===== config.mk =====
export PLATFORM = sky130hd
export DESIGN_NAME = mmio_uart_tx
export DESIGN_NICKNAME = d
export VERILOG_FILES = /design/src/rtl/mmio_uart_tx.sv
export SDC_FILE = /design/constraint.sdc
export NUM_CORES = 1
export LEC_CHECK = 0
export CAP_MARGIN = 20
export CORE_UTILIZATION = 60
export DETAILED_ROUTE_END_ITERATION = 10
export PLACE_DENSITY = 0.84
export SLEW_MARGIN = 25
export SYNTH_ARGS = -nofsm -noshare
export SYNTH_HDL_FRONTEND = slang
export SYNTH_SLANG_ARGS = --single-unit

===== constraint.sdc =====
create_clock -name clk -period 9.4 [get_ports clk]
set_input_delay 1.88 -clock clk [delete_from_list [all_inputs] [get_ports clk]]
set_output_delay 1.88 -clock clk [all_outputs]
set_load 0.005 [all_outputs]

===== src/rtl/mmio_uart_tx.sv =====
// mmio_uart_tx
//
// Memory-mapped 8N1 UART transmitter for the single-cycle RISC-V core's
// data bus. The core stores bytes into TXDATA; they are queued in a small
// circular FIFO and shifted out LSB first on tx, framed by a start bit and
// a stop bit. Each bit lasts BAUDDIV clock cycles.
//
// Register map (word offset on addr):
//   0 TXDATA  write pushes wdata[7:0]; reads as 0
//   1 STATUS  bit0 tx_active, bit1 fifo_full, bit2 fifo_empty,
//             bit3 overflow (sticky), bits[11:8] fifo count;
//             a write with wdata[3]=1 clears overflow
//   2 BAUDDIV clk cycles per bit, bits[DIV_WIDTH-1:0]; 0 is stored as 1
//   3 reserved
//
// Ports:
//   clk    system clock, rising edge
//   reset  synchronous, active-low
//   sel    block selected by the top-level address decode
//   we     store strobe
//   addr   word offset within the 16-byte window
//   wdata  store data
//   rdata  combinational load data (0 when sel is low)
//   tx     registered serial output, idle high
//   busy   frame on the wire or FIFO non-empty

module mmio_uart_tx #(
  parameter int FIFO_DEPTH  = 8,
  parameter int DIV_WIDTH   = 16,
  parameter int DEFAULT_DIV = 434
) (
  input  logic        clk,
  input  logic        reset,
  input  logic        sel,
  input  logic        we,
  input  logic [1:0]  addr,
  input  logic [31:0] wdata,
  output logic [31:0] rdata,
  output logic        tx,
  output logic        busy
);

  localparam int PTR_W = (FIFO_DEPTH > 1) ? $clog2(FIFO_DEPTH) : 1;
  localparam int CNT_W = $clog2(FIFO_DEPTH + 1);

  typedef enum logic [1:0] {
    IDLE  = 2'd0,
    START = 2'd1,
    DATA  = 2'd2,
    STOP  = 2'd3
  } state_t;

  // Registered state
  state_t               state_q, state_d;
  logic [2:0]           bit_cnt_q, bit_cnt_d;
  logic [DIV_WIDTH-1:0] baud_cnt_q, baud_cnt_d;
  logic [7:0]           shift_q, shift_d;
  logic [DIV_WIDTH-1:0] frame_div_q, frame_div_d;
  logic [DIV_WIDTH-1:0] baud_div_q, baud_div_d;
  logic                 tx_q, tx_d;
  logic [PTR_W-1:0]     wr_ptr_q, wr_ptr_d;
  logic [PTR_W-1:0]     rd_ptr_q, rd_ptr_d;
  logic [CNT_W-1:0]     count_q, count_d;
  logic                 overflow_q, overflow_d;
  logic [7:0]           mem_q [FIFO_DEPTH];

  // Decoded bus strobes and FIFO status
  logic        wr_txdata, wr_status, wr_bauddiv;
  logic        fifo_full, fifo_empty;
  logic        push, pop;
  logic        tx_active;
  logic        baud_done;
  logic [7:0]  fifo_head;
  logic [31:0] status_word;
  logic        unused_wdata;

  assign wr_txdata  = sel & we & (addr == 2'd0);
  assign wr_status  = sel & we & (addr == 2'd1);
  assign wr_bauddiv = sel & we & (addr == 2'd2);

  // Full is judged on the count before this cycle's pop, so a push into a
  // full FIFO is dropped even when a pop frees a slot in the same cycle.
  assign fifo_full  = (count_q == CNT_W'(FIFO_DEPTH));
  assign fifo_empty = (count_q == '0);
  assign push       = wr_txdata & ~fifo_full;
  assign fifo_head  = mem_q[rd_ptr_q];

  assign tx_active  = (state_q != IDLE);
  assign baud_done  = (baud_cnt_q == frame_div_q - DIV_WIDTH'(1));

  assign tx   = tx_q;
  assign busy = tx_active | ~fifo_empty;

  assign status_word = {20'd0, 4'(count_q), 4'd0,
                        overflow_q, fifo_empty, fifo_full, tx_active};

  // Only the low byte and the divider field of wdata are ever used.
  assign unused_wdata = ^wdata;

  always_comb begin
    rdata = '0;
    if (sel) begin
      case (addr)
        2'd1:    rdata = status_word;
        2'd2:    rdata[DIV_WIDTH-1:0] = baud_div_q;
        default: rdata = '0;
      endcase
    end
  end

  // Register-file next state: divider and sticky overflow flag.
  always_comb begin
    baud_div_d = baud_div_q;
    overflow_d = overflow_q;
    if (wr_bauddiv) begin
      // A zero divider would make the baud counter never terminate.
      if (wdata[DIV_WIDTH-1:0] == '0) begin
        baud_div_d = DIV_WIDTH'(1);
      end else begin
        baud_div_d = wdata[DIV_WIDTH-1:0];
      end
    end
    if (wr_status && wdata[3]) begin
      overflow_d = 1'b0;
    end
    if (wr_txdata && fifo_full) begin
      overflow_d = 1'b1;
    end
  end

  // Transmitter next state. tx_d is derived from the state being entered so
  // that tx is a registered output that changes on the same edge as state.
  always_comb begin
    state_d     = state_q;
    bit_cnt_d   = bit_cnt_q;
    baud_cnt_d  = baud_cnt_q;
    shift_d     = shift_q;
    frame_div_d = frame_div_q;
    tx_d        = tx_q;
    pop         = 1'b0;

    case (state_q)
      IDLE: begin
        tx_d = 1'b1;
        if (!fifo_empty) begin
          pop         = 1'b1;
          shift_d     = fifo_head;
          frame_div_d = baud_div_q;
          baud_cnt_d  = '0;
          state_d     = START;
          tx_d        = 1'b0;
        end
      end

      START: begin
        if (baud_done) begin
          baud_cnt_d = '0;
          bit_cnt_d  = 3'd0;
          state_d    = DATA;
          tx_d       = shift_q[0];
        end else begin
          baud_cnt_d = baud_cnt_q + DIV_WIDTH'(1);
        end
      end

      DATA: begin
        if (baud_done) begin
          baud_cnt_d = '0;
          shift_d    = {1'b0, shift_q[7:1]};
          if (bit_cnt_q == 3'd7) begin
            state_d = STOP;
            tx_d    = 1'b1;
          end else begin
            bit_cnt_d = bit_cnt_q + 3'd1;
            tx_d      = shift_q[1];
          end
        end else begin
          baud_cnt_d = baud_cnt_q + DIV_WIDTH'(1);
        end
      end

      STOP: begin
        if (baud_done) begin
          baud_cnt_d = '0;
          // Chain straight into the next frame with no idle bit time.
          if (!fifo_empty) begin
            pop         = 1'b1;
            shift_d     = fifo_head;
            frame_div_d = baud_div_q;
            state_d     = START;
            tx_d        = 1'b0;
          end else begin
            state_d = IDLE;
            tx_d    = 1'b1;
          end
        end else begin
          baud_cnt_d = baud_cnt_q + DIV_WIDTH'(1);
        end
      end

      default: begin
        state_d = IDLE;
        tx_d    = 1'b1;
      end
    endcase
  end

  // FIFO pointer and occupancy next state.
  always_comb begin
    wr_ptr_d = wr_ptr_q;
    rd_ptr_d = rd_ptr_q;
    count_d  = count_q;
    if (push) begin
      wr_ptr_d = wr_ptr_q + PTR_W'(1);
    end
    if (pop) begin
      rd_ptr_d = rd_ptr_q + PTR_W'(1);
    end
    case ({push, pop})
      2'b10:   count_d = count_q + CNT_W'(1);
      2'b01:   count_d = count_q - CNT_W'(1);
      default: count_d = count_q;
    endcase
  end

  always_ff @(posedge clk) begin
    if (!reset) begin
      state_q     <= IDLE;
      bit_cnt_q   <= 3'd0;
      baud_cnt_q  <= '0;
      shift_q     <= 8'd0;
      frame_div_q <= DIV_WIDTH'(DEFAULT_DIV);
      baud_div_q  <= DIV_WIDTH'(DEFAULT_DIV);
      tx_q        <= 1'b1;
      wr_ptr_q    <= '0;
      rd_ptr_q    <= '0;
      count_q     <= '0;
      overflow_q  <= 1'b0;
    end else begin
      state_q     <= state_d;
      bit_cnt_q   <= bit_cnt_d;
      baud_cnt_q  <= baud_cnt_d;
      shift_q     <= shift_d;
      frame_div_q <= frame_div_d;
      baud_div_q  <= baud_div_d;
      tx_q        <= tx_d;
      wr_ptr_q    <= wr_ptr_d;
      rd_ptr_q    <= rd_ptr_d;
      count_q     <= count_d;
      overflow_q  <= overflow_d;
    end
  end

  // FIFO storage needs no reset: entries are only read after being written.
  always_ff @(posedge clk) begin
    if (reset && push) begin
      mem_q[wr_ptr_q] <= wdata[7:0];
    end
  end

endmodule


==> results.ini, run 1 <==
[floorplanning]
rows = 38
dieArea_um2 = 11830
core-area_um2 = 10980
die_h_um = 108.8
pin_count = 72
fp.dieW_um = 108.8
start_util = 0.6226

[global_routing]
grt_max_degree = 100
grt_antenna_before_repair = 0
grt_usage = 0.2863
first_global_vias = 4918
grt_pass1_wl_mm = 25.23
globalRouteOverflowTotal = 0

[clocking]
cts_hold_buf = 0
cts-root-buf = clkbuf_16
htree_num_levels = 4
cts_buffers = 17
clockBufferDepth = 2
post_cts_buffers = 0
clock_latency_ns = 0.43
clock_sinks = 140
clk_pin_slew_ns = 0.05
cts_resized = 0
cts_tree = done

[synthesis]
synth_xor_area_frac = 0.04355
ys_ff_latch = 140
yosysWarnings = 0
synthesis.area_um2 = 6838
synth-simple-area-share = 0.1813
async_reset_ff_frac = 0
synth_area_leader_cell = edfxtp_1
ys.flop_type = dfxtp_1
syn_avg_cell_area_um2 = 10.58
synthCells = 646
synthAdderAreaFrac = 0.03111
synth_top_family_by_area = simple AND/OR/NAND/NOR gates
synth_mux_area_frac = 0.1116
yosysTopAreaCellShare = 0.2811
synth-seq-area-share = 0.5036
synth_compound_area_frac = 0.08216
synth_area_leaders = edfxtp_1, dfxtp_1, mux2i_1
synthDistinctLibCells = 58
synth-edff-count = 64

[timing]
period_needed_ns = 5.619
drv_slew = 0
hold_violations = 0
max_freq_ghz = 0.1780
tns_ns = 0
min_period_over_period = 0.5977
fin_skew_ns = 0.01491
worst_pin_slew_ns = 0.9503
slew_headroom = 0.3642
hold_slack_ns = 0.4624
rsz0062_at_grt = false
setup_viol = 0

[detailed_routing]
drtAntennaViolNets = 0
drtIter0Drc = 409
route.met3.wl_mm = 1.045
routed_wl_mm = 15.64
m1WireLength_mm = 6.440
route.met2.wl_mm = 7.781
drcViolationCount = 0
first_pass_iters = 7
vias = 5006
routed_via_density = 6.061
dr.max_layer_used = met4
wire_per_inst_um = 18.94

[outcome]
status = finished clean

[worst_setup_path]
r2r_start = frame_div_q[0]$_SDFFE_PN0P_
reg2reg_setup_slack_ns = 4.70
critical_path_class = primary input to output pin
reg2reg_depth = 16
start_kind = primary input
crit_path_max_fanout = 18
r2r-end = count_q[2]$_SDFFE_PN0P_
required_ns = 7.52
cp_data_arrival_time_ns = 3.74
end_kind = output pin

[place]
port_buffers = 39
gp_congestion = 0.9065
post-place-cells = 794
dp_hpwl_mm = 9.978

[min_path]
worst_hold_path.endpoint = shift_q[0]$_SDFFE_PN0P_
hold_path_depth = 2
min_path_type = flop to flop
min_from = shift_q[0]$_SDFFE_PN0P_

[final_layout]
drive_gt1_frac = 0.08601
syn_to_final_growth_pct = 13.89
layout.nets = 728
antennaDiodeCount = 0
stdcell_count = 826

[pwr]
power_density_nw_per_um2 = 230.5
peakVddDrop_mv = 0.1762
cellLeakagePower_nw = 2.838

[job]
drv_cap = 0

## logic make-up (layout without fill, tap and decap cells)
family          after synthesis  count (layout)
compound gates               78              78
mux                          56              56
fa+ha+maj                    17              17
simple gates                255             255
flops                       140             140
xor+xnor                     34              34
other cells                   1              16
buf+inv                      65              90
## per-layer routing
layer / up-vias / GRT usage
li1: 2351 / -
met1: 2401 / 0.3708
met3: 41 / 0.05320
met2: 213 / 0.4797
met5: - / 0
met4: 0 / 0.1062
## stage by stage
step	total power [mW]	cell area [um2]	worst slack (ns)	utilization
2_1_floorplan	1.048	6894	4.747	-
5_1_grt	1.867	7787	3.609	0.7090
4_1_cts	1.791	7787	3.769	0.7090
3_5_place_dp	1.143	7227	3.788	0.6580
3_3_place_gp	1.126	7226	3.874	0.6579
6_report	1.795	7787	3.781	0.7090
## flip-flops by register name, indices dropped and copies added (netlist names), named ones only
signal,cells
count_q,4
frame_div_q,16
state_q,2
rd_ptr_q,3
wr_ptr_q,3
mem_q,64
baud_cnt_q,16
tx,1
shift_q,8
bit_cnt_q,3
baud_div_q,16
overflow_q,1
## synth_stat cells (all sizes together) (2+ instances only)
master	count
a211o	3
a21boi	13
a21oi	5
a22oi	9
a31oi	5
a32oi	2
and2	4
and3	15
buf	21
clkbuf	29
dfxtp	76
edfxtp	64
ha	17
inv	14
mux2	2
mux2i	38
mux4	16
nand2	97
nand2b	4
nand3	20
nand3b	4
nand4	9
nor2	43
nor2b	17
nor3	13
nor3b	2
nor4	11
o2111ai	3
o211ai	9
o21a	3
o21ai	13
o22ai	4
or2	3
or3	7
or4	2
xnor2	20
xor2	14
## worst max path at each step
stage / startpoint / end / cells past startpoint
6_report: addr[0] / rdata[2] / 6
5_1_grt: addr[0] / rdata[2] / 6
4_1_cts: addr[0] / rdata[2] / 6
3_5_place_dp: addr[0] / rdata[2] / 6
3_3_place_gp: addr[0] / rdata[8] / 6
2_1_floorplan: addr[0] / rdata[11] / 6
## power breakdown
part | internal, mW | total (mW) | switching (mW)
clock network | 0.370 | 0.650 | 0.280
logic | 0.184 | 0.430 | 0.246
registers | 0.672 | 0.716 | 0.0440
total | 1.23 | 1.80 | 0.570
## critical path, cell delays in order
cell and delay (ns):
clkdlybuf4s50_1 0.43, inv_1 0.09, ha_1 0.50, a22oi_1 0.18, nor2_1 0.13, clkdlybuf4s50_1 0.52
## placed cells by master, fill, tap and decap left out, drive strengths merged, types with 13 or more instances in the layout
cell type,count
inv,21
mux2i,38
xor2,14
and3,15
clkdlybuf4s50,38
nand2,97
dfxtp,76
nor2b,17
clkbuf,19
mux4,16
xnor2,20
nor3,13
o21ai,13
conb,16
edfxtp,64
nor2,43
ha,17
a21boi,13
nand3,20
## final cells by class
cell class / count / area (um2)
Multi-Input combinational cell: 456 / 3136
Tap cell: 140 / 175.2
Sequential cell: 140 / 3445
Inverter: 15 / 56.30
Clock inverter: 13 / 127.6
Timing Repair Buffer: 43 / 415.4
Clock buffer: 19 / 432.9
Fill cell: 774 / 3196
Note: power is estimated with default switching activity, not from simulation.
==> run 2: changes to the inputs <==
--- a/config.mk
+++ b/config.mk
@@ -6,9 +6,9 @@
 export NUM_CORES = 1
 export LEC_CHECK = 0
 export CAP_MARGIN = 20
-export CORE_UTILIZATION = 60
+export CORE_UTILIZATION = 51
 export DETAILED_ROUTE_END_ITERATION = 10
-export PLACE_DENSITY = 0.84
+export PLACE_DENSITY = 0.76
 export SLEW_MARGIN = 25
 export SYNTH_ARGS = -nofsm -noshare
 export SYNTH_HDL_FRONTEND = slang
==> constraint.sdc (replaced) <==
create_clock -name clk -period 4.7 [get_ports clk]
set_input_delay 0.94 -clock clk [delete_from_list [all_inputs] [get_ports clk]]
set_output_delay 0.94 -clock clk [all_outputs]
set_load 0.005 [all_outputs]
==> run 2 against run 1 <==
Compared with the run above:
- power rose by 95%
- first-iteration DRC count fell by 18%
- combinational power rose by 100%
- sequential power rose by 100%
==> results.ini, run 2 (same netlist as run 1, synthesis figures left out) <==
[worst_setup_path]
cp_data_arrival_time_ns = 4.64  ; +0.90 ns
end_kind = flop
crit_path_max_fanout = 6  ; -12
start_kind = flop
critical_path_class = flop to flop
reg2reg_depth = 16  ; unchanged
reg2reg_setup_slack_ns = 0.42  ; -4.28 ns
r2r_start = frame_div_q[0]$_SDFFE_PN0P_
r2r-end = count_q[2]$_SDFFE_PN0P_
required_ns = 5.06  ; -2.46 ns

[global_routing]
grt_max_degree = 64  ; -36%
grt_usage = 0.2159  ; -0.07041
first_global_vias = 4759  ; -3.2%
grt_pass1_wl_mm = 23.27  ; -7.7%
grt_antenna_before_repair = 0  ; unchanged
globalRouteOverflowTotal = 0  ; unchanged

[pwr]
p_int_mw = 2.406  ; +96%
p_total_mw = 3.508  ; +95%
cellLeakagePower_nw = 2.827  ; -0.39%
p_switching_mw = 1.102  ; +93%
peakVddDrop_mv = 0.4277  ; +140%
power_frac_comb = 0.245  ; +0.006
power_density_nw_per_um2 = 448.4  ; +95%
clock_power_share = 0.347  ; -0.015
swShare = 0.3142  ; -0.003167
p_seq_frac = 0.407  ; +0.008

[floorplanning]
die_h_um = 117.8  ; +8.3%
pin_count = 72  ; unchanged
core-area_um2 = 12820  ; +17%
fp.dieW_um = 117.8  ; +8.3%
dieArea_um2 = 13870  ; +17%
rows = 41  ; +7.9%
start_util = 0.5332  ; -0.08941

[place]
post-place-cells = 828  ; +4.3%
dp_hpwl_mm = 9.651  ; -3.3%
port_buffers = 39  ; unchanged
gp_congestion = 0.8886  ; -2.0%
place_ws_ns = 0.4247  ; -3.364 ns

[outcome]
status = finished clean

[final_layout]
antennaDiodeCount = 0  ; unchanged
syn_to_final_growth_pct = 14.40
multi_input_area_um2 = 3136  ; unchanged
final_cell_mix = nand2_1, dfxtp_1, edfxtp_1
layout.nets = 730  ; +0.27%
drive_gt1_frac = 0.09157  ; +0.005564
stdcell_count = 860  ; +4.1%
largest_reg_flops = 64  ; unchanged
regArea_um2 = 3445  ; unchanged
n_fill_cell = 1057  ; +37%
largest-register = mem_q
final_common_cell = nand2_1

[timing]
period_needed_ns = 4.280
max_freq_ghz = 0.2337
worst_slack_ns = 0.4201  ; -3.361 ns
hold_violations = 0  ; unchanged
rsz0062_at_grt = false
drv_slew = 0  ; unchanged
fin_skew_ns = 0.01110  ; -0.003803 ns
min_period_over_period = 0.9106
slew_headroom = 0.3971  ; +0.03291
hold_slack_ns = 0.4637  ; +0.001236 ns
worst_pin_slew_ns = 0.9011  ; -0.04918 ns
setup_viol = 0  ; unchanged
tns_ns = 0  ; unchanged

[detailed_routing]
drtAntennaViolNets = 0  ; unchanged
drcViolationCount = 0  ; unchanged
drtIter0Drc = 336  ; -18%
vias = 4795  ; -4.2%
routed_via_density = 5.576  ; -8.0%
first_pass_iters = 5  ; -2
wire_per_inst_um = 16.24  ; -14%
routed_wl_mm = 13.96  ; -11%

[clocking]
htree_num_levels = 4  ; unchanged
cts-root-buf = clkbuf_16
clk_pin_slew_ns = 0.06  ; about the same
post_cts_buffers = 0  ; unchanged
clock_sinks = 140  ; unchanged
cts_buffers = 17  ; unchanged
clock_latency_ns = 0.43  ; about the same
clockBufferDepth = 2  ; unchanged
cts_resized = 0  ; unchanged
cts_tree = done
cts_hold_buf = 0  ; unchanged

[min_path]
worst_hold_path.endpoint = shift_q[0]$_SDFFE_PN0P_
min_from = shift_q[0]$_SDFFE_PN0P_
min_path_type = flop to flop
hold_path_depth = 2  ; unchanged

[job]
drv_cap = 0  ; unchanged

==> run 2: changes by cell type in the layout (fill, tap and decap cells not counted) <==
cell / previous run / this run
bufinv_16: 1 / 0
clkinvlp_4: 0 / 4
clkbuf_1: 2 / 1
clkinv_2: 0 / 1
buf_4: 4 / 6
clkinv_1: 3 / 2
inv_6: 6 / 4
==> run 2: layout make-up <==
class                      instances  area share
clock buffer                      18     0.05486
clock inverter                    14     0.01424
inverter                          15    0.007198
multi-input combinational        456      0.4008
sequential                       140      0.4403
tap                              172     0.02751
timing repair buffer              45     0.05502
==> run 2: power by group through the flow <==
stage | Combinational (mW) | Clock (mW) | Sequential [mW]
after CTS | 0.859 | 1.23 | 1.43
after global placement | 0.827 | 0 | 1.45
final | 0.861 | 1.22 | 1.43
after floorplan | 0.685 | 0 | 1.41
after global routing | 0.959 | 1.28 | 1.44
after detailed placement | 0.854 | 0 | 1.45
==> run 2: how the worst max path moves through the flow <==
| stage | startpoint | endpoint | slack, ns | cells after the start |
|---|---|---|---|---|
| floorplan | frame_div_q[0]$_SDFFE_PN0P_ | count_q[2]$_SDFFE_PN0P_ | 0.62 | 17 |
| detailed placement | frame_div_q[0]$_SDFFE_PN0P_ | count_q[2]$_SDFFE_PN0P_ | 0.42 | 16 |
| CTS | frame_div_q[0]$_SDFFE_PN0P_ | count_q[2]$_SDFFE_PN0P_ | 0.41 | 16 |
| global route | frame_div_q[0]$_SDFFE_PN0P_ | count_q[2]$_SDFFE_PN0P_ | 0.1 | 16 |
| finish | frame_div_q[0]$_SDFFE_PN0P_ | count_q[2]$_SDFFE_PN0P_ | 0.42 | 16 |
| global placement | frame_div_q[0]$_SDFFE_PN0P_ | count_q[2]$_SDFFE_PN0P_ | 0.59 | 16 |
==> run 2: per-layer routing <==
layer  wire length [um]  share of wire  vias to the layer above  global-route usage
met5                  0              0                        -                   0
met3                608          0.044                       20             0.05620
li1                   -              -                     2358                   -
met4                242          0.017                        0             0.08814
met1               6426           0.46                     2300              0.2713
met2               6686           0.48                      117              0.3533
==> run 2: stage by stage <==
| step | utilization | area (um2) |
|---|---|---|
| finish | 0.6100 | 7823 |
| global route | 0.6100 | 7823 |
| CTS | 0.6100 | 7823 |
| detailed placement | 0.5678 | 7282 |
| global placement | 0.5677 | 7281 |
| floorplan | - | 6894 |
==> run 2: critical path, stage by stage, from the launching register on <==
cell      delay (ns)
dfxtp_1         0.35
inv_1           0.07
ha_1            0.23
or4b_1          0.56
or4_1           0.45
nor3_1          0.26
o21a_1          0.14
nand4_1         0.14
nor4b_4         0.28
a31o_2          0.32
ha_1            0.33
xor2_1          0.20
ha_1            0.16
a21oi_1         0.05
xor2_1          0.17
or3_1           0.32
a21boi_0        0.16
==> run 3: changes to the inputs <==
--- a/config.mk
+++ b/config.mk
@@ -9,6 +9,7 @@
 export CORE_UTILIZATION = 51
 export DETAILED_ROUTE_END_ITERATION = 10
 export PLACE_DENSITY = 0.76
+export REMOVE_ABC_BUFFERS = 1
 export SLEW_MARGIN = 25
 export SYNTH_ARGS = -nofsm -noshare
 export SYNTH_HDL_FRONTEND = slang
==> run 3 against run 2 <==
Compared with the run above:
- power is 2.9% higher
- worst setup slack worse by 0.034 ns
- sequential share of layout area is 0.23 points lower
- die area stayed put
- critical path type unchanged
- hold slack better by 0.0059 ns
- non-clock buffer count is 1 lower
- global-route usage is 0.65 points higher
- clock power is 9.8% higher
==> results.ini, run 3 (same netlist as run 1, synthesis figures left out) <==
[min_path]
worst_hold_path.endpoint = shift_q[6]$_SDFFE_PN0P_
min_from = shift_q[6]$_SDFFE_PN0P_
min_path_type = flop to flop
hold_path_depth = 2  ; unchanged

[detailed_routing]
first_pass_iters = 5  ; unchanged
routed_wl_mm = 14.52  ; +4.0%
drtAntennaViolNets = 0  ; unchanged
vias = 4881  ; +1.8%
wire_per_inst_um = 16.90  ; +4.1%
drtIter0Drc = 329  ; -2.1%
drcViolationCount = 0  ; unchanged
routed_via_density = 5.682  ; +1.9%

[place]
gp_congestion = 0.8488  ; -4.5%
port_buffers = 39  ; unchanged
dp_hpwl_mm = 9.748  ; +1.0%
post-place-cells = 827  ; -0.12%

[timing]
setup_viol = 0  ; unchanged
max_freq_ghz = 0.2318  ; -0.80%
min_period_over_period = 0.9179  ; +0.007301
fin_skew_ns = 0.009883  ; -0.001220 ns
hold_violations = 0  ; unchanged
tns_ns = 0  ; unchanged
period_needed_ns = 4.314  ; +0.03432 ns
worst_pin_slew_ns = 0.9163  ; +0.01517 ns
slew_headroom = 0.3869  ; -0.01015
drv_slew = 0  ; unchanged
rsz0062_at_grt = false

[final_layout]
syn_to_final_growth_pct = 15.00
stdcell_count = 859  ; -0.12%
n_fill_cell = 1023  ; -3.2%
drive_gt1_frac = 0.09025  ; -0.001322
post-route-util = 0.6132  ; +0.003220
regArea_um2 = 3445  ; unchanged
final_cell_mix = nand2_1, dfxtp_1, edfxtp_1
multi_input_area_um2 = 3136  ; unchanged
largest-register = mem_q
final_common_cell = nand2_1
largest_reg_flops = 64  ; unchanged
antennaDiodeCount = 0  ; unchanged
layout.nets = 729  ; -0.14%

[worst_setup_path]
r2r_start = frame_div_q[0]$_SDFFE_PN0P_
crit_slowest_cell = or4b_1
r2r-end = count_q[2]$_SDFFE_PN0P_
reg2reg_depth = 16  ; unchanged
cpMostUsedCell = ha_1
critical_path_class = flop to flop
cp_cell_sequence = inv_1 > ha_1 > or4b_1 > or4_1 > nor3_1 > o21a_1 > nand4_1 > nor4b_4 > a31o_2 > ha_1 > xor2_1 > ha_1 > a21oi_1 > xor2_1 > or3_1 > a21boi_0
required_ns = 5.05  ; about the same
end_kind = flop
max_stage_delay_ns = 0.57  ; about the same
reg2reg_setup_slack_ns = 0.39  ; -0.03 ns
crit_path_max_fanout = 6  ; unchanged
cp_data_arrival_time_ns = 4.67  ; +0.03 ns
start_kind = flop

[clocking]
clock_sinks = 140  ; unchanged
clock_latency_ns = 0.43  ; about the same
cts_resized = 0  ; unchanged
cts_buffers = 17  ; unchanged
cts_hold_buf = 0  ; unchanged
cts-root-buf = clkbuf_16
htree_num_levels = 4  ; unchanged
clk_pin_slew_ns = 0.06  ; about the same
post_cts_buffers = 0  ; unchanged
cts_tree = done
clockBufferDepth = 2  ; unchanged

[global_routing]
grt_usage = 0.2224  ; +0.006489
grt_max_degree = 56  ; -13%
globalRouteOverflowTotal = 0  ; unchanged
first_global_vias = 4778  ; +0.40%
grt_antenna_before_repair = 0  ; unchanged
grt_pass1_wl_mm = 23.88  ; +2.6%

[pwr]
p_total_mw = 3.610  ; +2.9%
power_density_nw_per_um2 = 459.0  ; +2.4%
cellLeakagePower_nw = 2.844  ; +0.59%
peakVddDrop_mv = 0.3300  ; -23%

[floorplanning]
fp.dieW_um = 117.8  ; unchanged
dieArea_um2 = 13870  ; unchanged
core-area_um2 = 12820  ; unchanged
die_h_um = 117.8  ; unchanged
start_util = 0.5332  ; unchanged
pin_count = 72  ; unchanged
rows = 41  ; unchanged

[outcome]
status = finished clean

[job]
drv_cap = 0  ; unchanged

-- run 3: cell types whose count changed in the layout (fill, tap and decap cells not counted), sizes merged --
cell	delta
clkbuf	+1
inv	+1
clkinv	-4
bufinv	+2
buf	-1
-- run 3: per-layer routing --
layer | track usage | vias up | part of all wire
li1 | - | 2351 | -
met2 | 0.3607 | 144 | 0.49
met4 | 0.08093 | 0 | 0.013
met3 | 0.06589 | 20 | 0.047
met1 | 0.2810 | 2366 | 0.45
met5 | 0 | - | 0
-- run 3: worst max-delay path by stage --
stage | start | end | slack [ns] | cells past startpoint
after floorplan | frame_div_q[0]$_SDFFE_PN0P_ | count_q[2]$_SDFFE_PN0P_ | 0.65 | 16
after global placement | frame_div_q[0]$_SDFFE_PN0P_ | count_q[2]$_SDFFE_PN0P_ | 0.54 | 16
after detailed placement | frame_div_q[0]$_SDFFE_PN0P_ | count_q[2]$_SDFFE_PN0P_ | 0.41 | 16
after CTS | frame_div_q[0]$_SDFFE_PN0P_ | count_q[2]$_SDFFE_PN0P_ | 0.38 | 16
after global routing | frame_div_q[0]$_SDFFE_PN0P_ | count_q[2]$_SDFFE_PN0P_ | 0.11 | 16
final | frame_div_q[0]$_SDFFE_PN0P_ | count_q[2]$_SDFFE_PN0P_ | 0.39 | 16
-- run 3: critical path, delay by kind of cell, from the launching register on --
kind | cells | cell delay [ns]
compound gates | 4 | 0.80
xor+xnor | 2 | 0.21
fa+ha+maj | 3 | 0.75
buf+inv | 1 | 0.08
flops | 1 | 0.36
simple gates | 6 | 2.04
-- run 3: power by group --
| part | internal, mW | total (mW) | switching, mW |
|---|---|---|---|
| registers | 1.34 | 1.43 | 0.0863 |
| logic | 0.366 | 0.843 | 0.477 |
| clock network | 0.794 | 1.34 | 0.543 |
| total | 2.50 | 3.61 | 1.11 |
-- run 3: area by class of cell --
cell class / instances / share of cell area
sequential: 140 / 0.4380
multi-input combinational: 456 / 0.3987
clock inverter: 13 / 0.01989
tap: 172 / 0.02737
clock buffer: 19 / 0.05505
timing repair buffer: 44 / 0.05378
inverter: 15 / 0.007160
-- run 3: metrics by stage --
step / worst slack [ns] / cell area (um2) / hold slack, ns
after global routing: 0.1123 / 7864 / 0.4901
final: 0.3858 / 7864 / 0.4695
after global placement: 0.5418 / 7273 / 0.4467
after CTS: 0.3847 / 7864 / 0.4730
after detailed placement: 0.4128 / 7274 / 0.4599
after floorplan: 0.6549 / 6635 / 0.4383
